$ cat config.mk
export PLATFORM = sky130hd
export DESIGN_NAME = hwpe_job_scheduler
export DESIGN_NICKNAME = d
export VERILOG_FILES = /design/src/rtl/hwpe_job_scheduler.sv
export SDC_FILE = /design/constraint.sdc
export NUM_CORES = 1
export LEC_CHECK = 0
export CORE_AREA = 2 2 646 648
export DETAILED_ROUTE_END_ITERATION = 12
export DIE_AREA = 0 0 648 650
export PLACE_DENSITY = 0.3
export RECOVER_POWER = 25
export REMOVE_ABC_BUFFERS = 1
export SETUP_SLACK_MARGIN = 0.02
export SLEW_MARGIN = 25
export SYNTH_ARGS = -nofsm -noshare
export SYNTH_HDL_FRONTEND = slang
export SYNTH_SLANG_ARGS = --single-unit
export TNS_END_PERCENT = 100
$ cat constraint.sdc
create_clock -name clk_i -period 15.25 [get_ports clk_i]
set_clock_uncertainty 0.2 [all_clocks]
set_input_delay 1.525 -clock clk_i [delete_from_list [all_inputs] [get_ports clk_i]]
set_output_delay 1.525 -clock clk_i [all_outputs]
set_load 0.05 [all_outputs]
$ cat src/rtl/hwpe_job_scheduler.sv
// hwpe_job_scheduler: queues core job descriptors and serialises them onto the HWPE control port
module hwpe_job_scheduler #(
  parameter int unsigned NrCores    = 8,
  parameter int unsigned NrRegs     = 6,
  parameter int unsigned QueueDepth = 4,
  parameter logic [31:0] RegBase    = 32'h20,
  parameter int unsigned RetryDelay = 4
) (
  input  logic                                clk_i,
  input  logic                                rst_i,
  input  logic [NrCores-1:0]                  sub_valid_i,
  output logic [NrCores-1:0]                  sub_ready_o,
  input  logic [NrCores-1:0][NrRegs-1:0][31:0] sub_regs_i,
  output logic                                periph_req_o,
  input  logic                                periph_gnt_i,
  output logic                                periph_we_o,
  output logic [31:0]                         periph_add_o,
  output logic [31:0]                         periph_wdata_o,
  output logic [3:0]                          periph_be_o,
  input  logic                                periph_rvalid_i,
  input  logic [31:0]                         periph_rdata_i,
  input  logic                                hwpe_done_i,
  output logic [NrCores-1:0]                  done_irq_o,
  output logic                                busy_o,
  output logic [$clog2(QueueDepth):0]         level_o,
  output logic                                spurious_o
);
  localparam int CW = NrCores > 1 ? $clog2(NrCores) : 1;
  localparam int AW = $clog2(QueueDepth);
  localparam int LW = AW + 1;
  localparam int IW = NrRegs > 1 ? $clog2(NrRegs) : 1;
  localparam int RW = $clog2(RetryDelay + 1);
  typedef enum logic [2:0] {IDLE, ACQ, ACQ_WAIT, PROG, TRIG, WAIT} state_t;
  state_t state;
  logic [NrRegs-1:0][31:0] q_regs [QueueDepth];
  logic [CW-1:0] q_core [QueueDepth];
  logic [AW-1:0] wr_ptr, rd_ptr;
  logic [CW-1:0] rr_ptr, win, idx_c;
  logic [IW-1:0] idx, idx_nx;
  logic [RW-1:0] retry;
  logic found, push, pop, full, wait_rsp, rsp, unused_rdata;

  assign full = level_o == LW'(QueueDepth);
  assign pop = (state == WAIT) & hwpe_done_i;
  assign rsp = wait_rsp & periph_rvalid_i;
  assign idx_nx = idx + 1'b1;
  assign periph_be_o = 4'hF;
  assign unused_rdata = ^periph_rdata_i[30:0];

  always_comb begin
    found = 1'b0;
    win = '0;
    idx_c = '0;
    for (int i = int'(NrCores) - 1; i >= 0; i--) begin
      idx_c = CW'((int'(rr_ptr) + i) % int'(NrCores));
      if (sub_valid_i[idx_c]) begin
        win = idx_c;
        found = 1'b1;
      end
    end
    push = found & ~full & ~rst_i;
    sub_ready_o = '0;
    sub_ready_o[win] = push;
  end

  always_ff @(posedge clk_i) begin
    if (rst_i) begin
      wr_ptr <= '0;
      rd_ptr <= '0;
      level_o <= '0;
      rr_ptr <= '0;
    end else begin
      if (push) begin
        wr_ptr <= wr_ptr + 1'b1;
        rr_ptr <= (win == CW'(NrCores - 1)) ? '0 : win + 1'b1;
      end
      if (pop) rd_ptr <= rd_ptr + 1'b1;
      level_o <= level_o + LW'(push) - LW'(pop);
    end
  end

  always_ff @(posedge clk_i) begin
    if (push) begin
      q_regs[wr_ptr] <= sub_regs_i[win];
      q_core[wr_ptr] <= win;
    end
  end

  always_ff @(posedge clk_i) begin
    if (rst_i) begin
      state <= IDLE;
      periph_req_o <= 1'b0;
      periph_we_o <= 1'b0;
      periph_add_o <= '0;
      periph_wdata_o <= '0;
      wait_rsp <= 1'b0;
      idx <= '0;
      retry <= '0;
      done_irq_o <= '0;
      busy_o <= 1'b0;
      spurious_o <= 1'b0;
    end else begin
      done_irq_o <= '0;
      if (hwpe_done_i && state != WAIT) spurious_o <= 1'b1;
      if (periph_req_o && periph_gnt_i) begin
        periph_req_o <= 1'b0;
        wait_rsp <= 1'b1;
      end
      if (rsp) wait_rsp <= 1'b0;
      case (state)
        IDLE: if (level_o != '0) begin
          state <= ACQ;
          busy_o <= 1'b1;
          periph_req_o <= 1'b1;
          periph_we_o <= 1'b0;
          periph_add_o <= 32'h4;
        end
        ACQ: if (rsp) begin
          if (periph_rdata_i[31]) begin
            state <= ACQ_WAIT;
            retry <= '0;
          end else begin
            state <= PROG;
            idx <= '0;
            periph_req_o <= 1'b1;
            periph_we_o <= 1'b1;
            periph_add_o <= RegBase;
            periph_wdata_o <= q_regs[rd_ptr][0];
          end
        end
        ACQ_WAIT: if (retry == RW'(RetryDelay - 1)) begin
          state <= ACQ;
          periph_req_o <= 1'b1;
          periph_we_o <= 1'b0;
          periph_add_o <= 32'h4;
        end else begin
          retry <= retry + 1'b1;
        end
        PROG: if (rsp) begin
          periph_req_o <= 1'b1;
          if (idx == IW'(NrRegs - 1)) begin
            state <= TRIG;
            periph_add_o <= '0;
            periph_wdata_o <= '0;
          end else begin
            idx <= idx_nx;
            periph_add_o <= RegBase + 32'({idx_nx, 2'b00});
            periph_wdata_o <= q_regs[rd_ptr][idx_nx];
          end
        end
        TRIG: if (rsp) state <= WAIT;
        WAIT: if (hwpe_done_i) begin
          state <= IDLE;
          busy_o <= 1'b0;
          done_irq_o[q_core[rd_ptr]] <= 1'b1;
        end
        default: state <= IDLE;
      endcase
    end
  end
endmodule

==> results.toml, run 1 <==
[global_routing]
gr-total-overflow = 0
grt_pass1_vias = 42180
grt_max_degree = 120
grt_usage_pct = 14.99
antenna_found_initial = 169
grt_first_pass_wirelength_um = 421700

[sta]
hold_viol_final = 0
fin_tns_setup_ns = 0
min_period_ns = 10.45
tightestPinTransition_ns = 5.724
post-route-period-util_pct = 68.54
fmax_mhz = 95.68
relSlewSlack_pct = -281.6
rsz0062_at_grt = "no"
setup_violations = 0
slew_viol_final = 578

[worst_setup_path]
end_kind = "register"
slowest_delay_ns = 3.81
worstSetupStartpointType = "register"
worstPathArrival_ns = 10.68
r2r-start = "rr_ptr[1]$_SDFFE_PP0P_"
r2r_end = "q_regs[0][190]$_DFFE_PP_"
crit_required_ns = 15.47
worst_path_max_delay_cell = "clkbuf_1"
reg2reg_depth = 10
cp_top_family = "buffers and inverters"
critPathKind = "reg -> reg"
crit_fanout = 67
crit_buf_inv = 3
ff2ff_setup_slack_ns = 4.80
cp_cell_sequence = "inv_1 -> ha_1 -> mux4_2 -> or2_2 -> a41oi_1 -> nand4_1 -> nand2_1 -> nor2_1 -> clkbuf_1 -> buf_4"

[route]
firstDrtPassIters = 6
drc = 0
antenna_left = 0
drt-vias-per-instance = 3.664
routedWlPerCell_um = 29.50
dr.max_layer_used = "met5"
routed_wl_um = 328600
wl_met3_um = 21160
drtIter0Drc = 3145
vias = 40810
dr_wl_met2_um = 163400
wl_met1_um = 136800

[run]
drv_cap = 17

[floorplanning]
die_h_um = 650
num_rows = 237
pin_count = 1672
core_mm2 = 0.4149
die_x_um = 648
dieArea_mm2 = 0.4212
start_util_pct = 11.09

[yosys]
yosys-top-cells-count = "nand2_1 (1171), edfxtp_1 (780), nand3_1 (390)"
synth.top_cell.area_share_pct = 50.93
synth_area_mm2 = 0.04599
yosys_register_bits = 850
yosysMostFrequentCell = "nand2_1"
syn_area_per_cell_um2 = 11.43
ys_top_cells_by_area = "edfxtp_1 (51%), mux4_2 (12%), nand2_1 (9.6%)"
ys_seq_area_share_pct = 53.97
synth-edff-count = 780
yosys_warnings = 0
async_flop_share_pct = 0
synth_ff_type = "edfxtp_1"
yosys.cell_types.count = 63
syn_inst = 4024
synth_top_cell_by_area = "edfxtp_1"

[power_and_ir_drop]
pwr-share-comb_pct = 60.0
p_per_area_mw_per_mm2 = 266.3
ir_drop_mv = 0.2461
p_sw_share_pct = 48.94
power.leakage_nw = 23.58
clock_power_share_pct = 12.8
seqPwrFrac_pct = 27.2
power_switching_mw = 9.327
power.internal_mw = 9.732

[worst_hold_path]
hold_path_depth = 2
worstHoldStart = "periph_add_o[5]$_SDFFE_PP0P_"
hold_class = "reg -> reg"
holdPathEnd = "periph_add_o[5]$_SDFFE_PP0P_"

[clocking]
cts_root_buf = "clkbuf_16"
htreeDepth = 3
clock-sinks = 850
holdBufCountCts = 0
cts-resized-gates = 0
cts_max_path_buffers = 4
cts_tree = "built"
cts_inserted_buffers = 109
insertion_delay_ns = 0.80
clkTransAtPathRegs_ns = 0.06
cts_setup_buffers = 0

[place]
placedCellCount = 10890
port_buffers = 1608
placed_cell_area_mm2 = 0.06824
dp_hpwl_um = 263100
place.gp.congestion = 0.9095

[run_status]
status = "complete, but fails checks"
violations = "max-capacitance violations, max-slew violations"

[layout]
area_delta_synth_final_pct = 55.60
layout.nets = 7100
drive_above_1_share_pct = 9.462
final_cells = 11140
final_area_mm2 = 0.07156
==> state kept, by name (all words and copies together) (netlist names), 2 cells and up, named ones only <==
signal,count
retry,3
periph_add_o,4
rr_ptr,3
idx,3
state,3
q_core,12
wr_ptr,2
periph_wdata_o,32
done_irq_o,8
level_o,3
q_regs,768
rd_ptr,2
==> worst max-delay path by stage <==
stage / cells past startpoint / endpoint / from / slack, ns
after detailed placement: 13 / q_regs[1][168]$_DFFE_PP_ / sub_valid_i[5] / 7.34
after CTS: 10 / sub_ready_o[3] / rr_ptr[1]$_SDFFE_PP0P_ / 7.33
after global placement: 13 / q_regs[2][168]$_DFFE_PP_ / sub_valid_i[4] / 7.39
final: 10 / q_regs[0][190]$_DFFE_PP_ / rr_ptr[1]$_SDFFE_PP0P_ / 4.80
after floorplan: 7 / sub_ready_o[0] / sub_valid_i[0] / -25.95
after global routing: 10 / q_regs[0][190]$_DFFE_PP_ / rr_ptr[1]$_SDFFE_PP0P_ / 3.86
==> cell families (layout without fill, tap and decap cells) <==
family	Yosys count	after routing	share of synthesized area, %
AND/OR/NAND/NOR	1934	1934	18.23
flip-flops	850	850	53.97
multiplexers	484	484	17.09
buffers and inverters	381	1918	4.092
AO/OA/AOI/OAI	348	348	5.947
adder cells (fa/ha/maj)	15	15	0.4244
XOR/XNOR	10	10	0.2231
other	2	81	0.01633
==> layer usage <==
layer  up-vias  track usage [%]
met2      1569            26.56
met1     20750            18.38
met4        60            2.837
met5         -                0
met3       364            3.567
li1      18070                -
==> worst register-to-register path, cell delays in order (launching register included) <==
cell      delay, ns
dfxtp_1        0.71
inv_1          0.26
ha_1           0.81
mux4_2         0.46
or2_2          0.15
a41oi_1        0.05
nand4_1        0.22
nand2_1        0.39
nor2_1         1.79
clkbuf_1       3.81
buf_4          1.15
==> power by group through the flow <==
stage,registers [mW],clock network (mW),logic [mW]
final,5.18,2.44,11.4
after global routing,5.26,2.62,12.6
after CTS,5.17,2.55,11.9
after detailed placement,5.21,0,11.9
after global placement,5.17,0,11.8
after floorplan,4.95,0,5.75
==> per-stage QoR <==
| stage | power [mW] | hold slack, ns | util, % | setup WS (ns) |
|---|---|---|---|---|
| after floorplan | 10.70 | 0.2472 | - | -25.95 |
| after global placement | 16.95 | 0.2592 | 16.45 | 7.393 |
| after detailed placement | 17.13 | 0.2619 | 16.45 | 7.341 |
| after CTS | 19.66 | 0.2701 | 17.25 | 7.334 |
| after global routing | 20.44 | 0.2934 | 17.23 | 3.860 |
| final | 19.06 | 0.2669 | 17.25 | 4.798 |
==> layout make-up <==
class / instances / area, µm²
Inverter: 20 / 82.58
Sequential cell: 850 / 24830
Timing Repair Buffer: 1700 / 16830
Tap cell: 5497 / 6878
Fill cell: 46000 / 343300
Clock buffer: 139 / 2893
Multi-Input combinational cell: 2823 / 19490
Clock inverter: 59 / 426.7
Antenna cell: 49 / 122.6
==> placed cells by master (no fill, tap or decap), drive strengths merged, types with 70 or more instances in the layout <==
cell and n:
buf 80, dfxtp 70, and3 192, edfxtp 780, clkbuf 152, mux4 237, a32oi 192, mux2i 206
clkdlybuf4s50 1556, nand3 390, nand2 1171, nor2 122
No activity file was read; power rests on OpenSTA's default activity.
==> inputs of run 2 (changes only) <==
CORE_AREA = 2 2 645 647   (was 2 2 646 648)
DIE_AREA = 0 0 647 649   (was 0 0 648 650)
clock period = 9.3 ns   (was 15.25 ns; I/O delays follow)
==> run 2 against run 1 <==
The run still ends with max-capacitance violations, max-slew violations left. Total power grew 69%. First-iteration DRC count shrank 8.1%. Combinational power grew 70%. Non-clock buffer count shrank 11. Global-route usage grew 0.14 points. Die area shrank 0.31%. Critical endpoint is now q_regs[1][8]$_DFFE_PP_. Highest routed layer unchanged.
==> results.toml, run 2 (synthesis gave the netlist of run 1 again) <==
[run_status]
status = "complete, but fails checks"
violations = "max-capacitance violations, max-slew violations"

[worst_setup_path]
crit_required_ns = 9.38
worst_path_max_delay_cell = "clkbuf_2"
worstSetupStartpointType = "register"
crit_fanout = 94
end_kind = "register"
cp_cell_sequence = "inv_1 -> ha_1 -> mux4_2 -> or2_2 -> a41oi_1 -> nand4_1 -> nand2_1 -> clkbuf_1 -> nor2_1 -> clkbuf_2"
critPathKind = "reg -> reg"
cp_top_family = "buffers and inverters"
crit_buf_inv = 3
worstPathArrival_ns = 7.83
slowest_delay_ns = 2.46

[layout]
largest-register = "q_regs"
largest_register_ffs = 768
layout.nets = 7087
seq_area_mm2 = 0.02484
n_fill_cell = 45690
layout_commonest_cell = "clkdlybuf4s50_1"
drive_above_1_share_pct = 9.595
final_cell_mix = "clkdlybuf4s50_1 (1556), nand2_1 (1170), edfxtp_1 (780), nand3_1 (390), mux4_2 (237)"
final_area_mm2 = 0.07199
final_cells = 11090
area_delta_synth_final_pct = 56.52
multi_input_area_mm2 = 0.01949
reg_top3 = "q_regs: 768 flops, periph_wdata_o: 32 flops, q_core: 12 flops"

[sta]
tightestPinTransition_ns = 3.671
min_period_ns = 7.751
fmax_mhz = 129.0
fin_tns_setup_ns = 0
post-route-period-util_pct = 83.34
setup_slack_ns = 1.549
rsz0062_at_grt = "no"
relSlewSlack_pct = -144.7
hold_viol_final = 0
setup_violations = 0
slew_viol_final = 581

[floorplanning]
num_rows = 236
die_x_um = 647
pin_count = 1672
die_h_um = 649
start_util_pct = 11.15
core_mm2 = 0.4125
dieArea_mm2 = 0.4199

[clocking]
insertion_delay_ns = 0.76
holdBufCountCts = 0
cts_max_path_buffers = 3
htreeDepth = 3
cts_root_buf = "clkbuf_16"
cts_tree = "built"
cts_inserted_buffers = 107
cts_setup_buffers = 0
clock-sinks = 850
cts-resized-gates = 0
clkTransAtPathRegs_ns = 0.06

[place]
port_buffers = 1608
preCtsSetupSlack_ns = 2.456
place.gp.congestion = 0.8589
placed_cell_area_mm2 = 0.06839
dp_hpwl_um = 259900
placedCellCount = 10860

[global_routing]
grt_pass1_vias = 41880
gr-total-overflow = 0
grt_max_degree = 139
antenna_found_initial = 188
grt_usage_pct = 15.14
grt_first_pass_wirelength_um = 423900

[route]
antenna_left = 0
drt-vias-per-instance = 3.698
routedWlPerCell_um = 29.75
drc = 0
drtIter0Drc = 2891
vias = 41000
firstDrtPassIters = 5
routed_wl_um = 329800

[power_and_ir_drop]
power_mw = 32.27
ir_drop_mv = 0.3993
clock_power_share_pct = 13.6
p_sw_share_pct = 49.25
pwr-share-comb_pct = 60.0
power.leakage_nw = 23.75
seqPwrFrac_pct = 26.4
power_switching_mw = 15.89
p_per_area_mw_per_mm2 = 448.3
power.internal_mw = 16.38

[worst_hold_path]
hold_class = "reg -> reg"

[run]
drv_cap = 11
## run 2: stage by stage
step	hold WS, ns	util [%]
global placement	0.2565	16.58
floorplan	0.2472	-
CTS	0.1970	17.48
global route	0.2824	17.44
finish	0.2605	17.45
detailed placement	0.2518	16.58
## run 2: worst paths after layout
path                            cells past startpoint                      endpoint                    startpoint  slack [ns]
worst max-delay path                               10        q_regs[1][8]$_DFFE_PP_        rr_ptr[1]$_SDFFE_PP0P_        1.55
worst max register to register                     10        q_regs[1][8]$_DFFE_PP_        rr_ptr[1]$_SDFFE_PP0P_        1.55
worst min register to register                      2  periph_add_o[5]$_SDFFE_PP0P_  periph_add_o[5]$_SDFFE_PP0P_        0.26
worst min-delay path                                2  periph_add_o[5]$_SDFFE_PP0P_  periph_add_o[5]$_SDFFE_PP0P_        0.26
## run 2: per-layer routing
metal / vias up / GRT usage (%) / part of all wire, %
li1: 18010 / - / -
met1: 20940 / 18.66 / 42
met2: 1586 / 26.92 / 50
met3: 384 / 3.807 / 6.6
met4: 76 / 2.047 / 1.4
met5: - / 0 / 0.15
## run 2: tightest hold or removal path, delay by kind of cell (launching register included)
family | cells | cell delay [ns]
AND/OR/NAND/NOR | 1 | 0.05
AO/OA/AOI/OAI | 1 | 0.05
flip-flops | 1 | 0.31
## run 2: final cells by class
cell class | count | area share (%)
diodes | 27 | 0.09386
clock buffers | 145 | 4.029
clock inverters | 59 | 1.128
inverters | 20 | 0.1147
multi-input cells | 2823 | 27.07
flip-flops and latches | 850 | 34.50
well taps | 5474 | 9.514
repair buffers | 1689 | 23.55
## run 2: power groups by stage
stage	clock [mW]	sequential, mW	combinational [mW]
floorplan	0	7.80	7.60
global route	4.69	8.65	21.2
detailed placement	0	8.56	20.1
global placement	0	8.49	19.9
finish	4.39	8.51	19.4
CTS	4.57	8.48	20.2
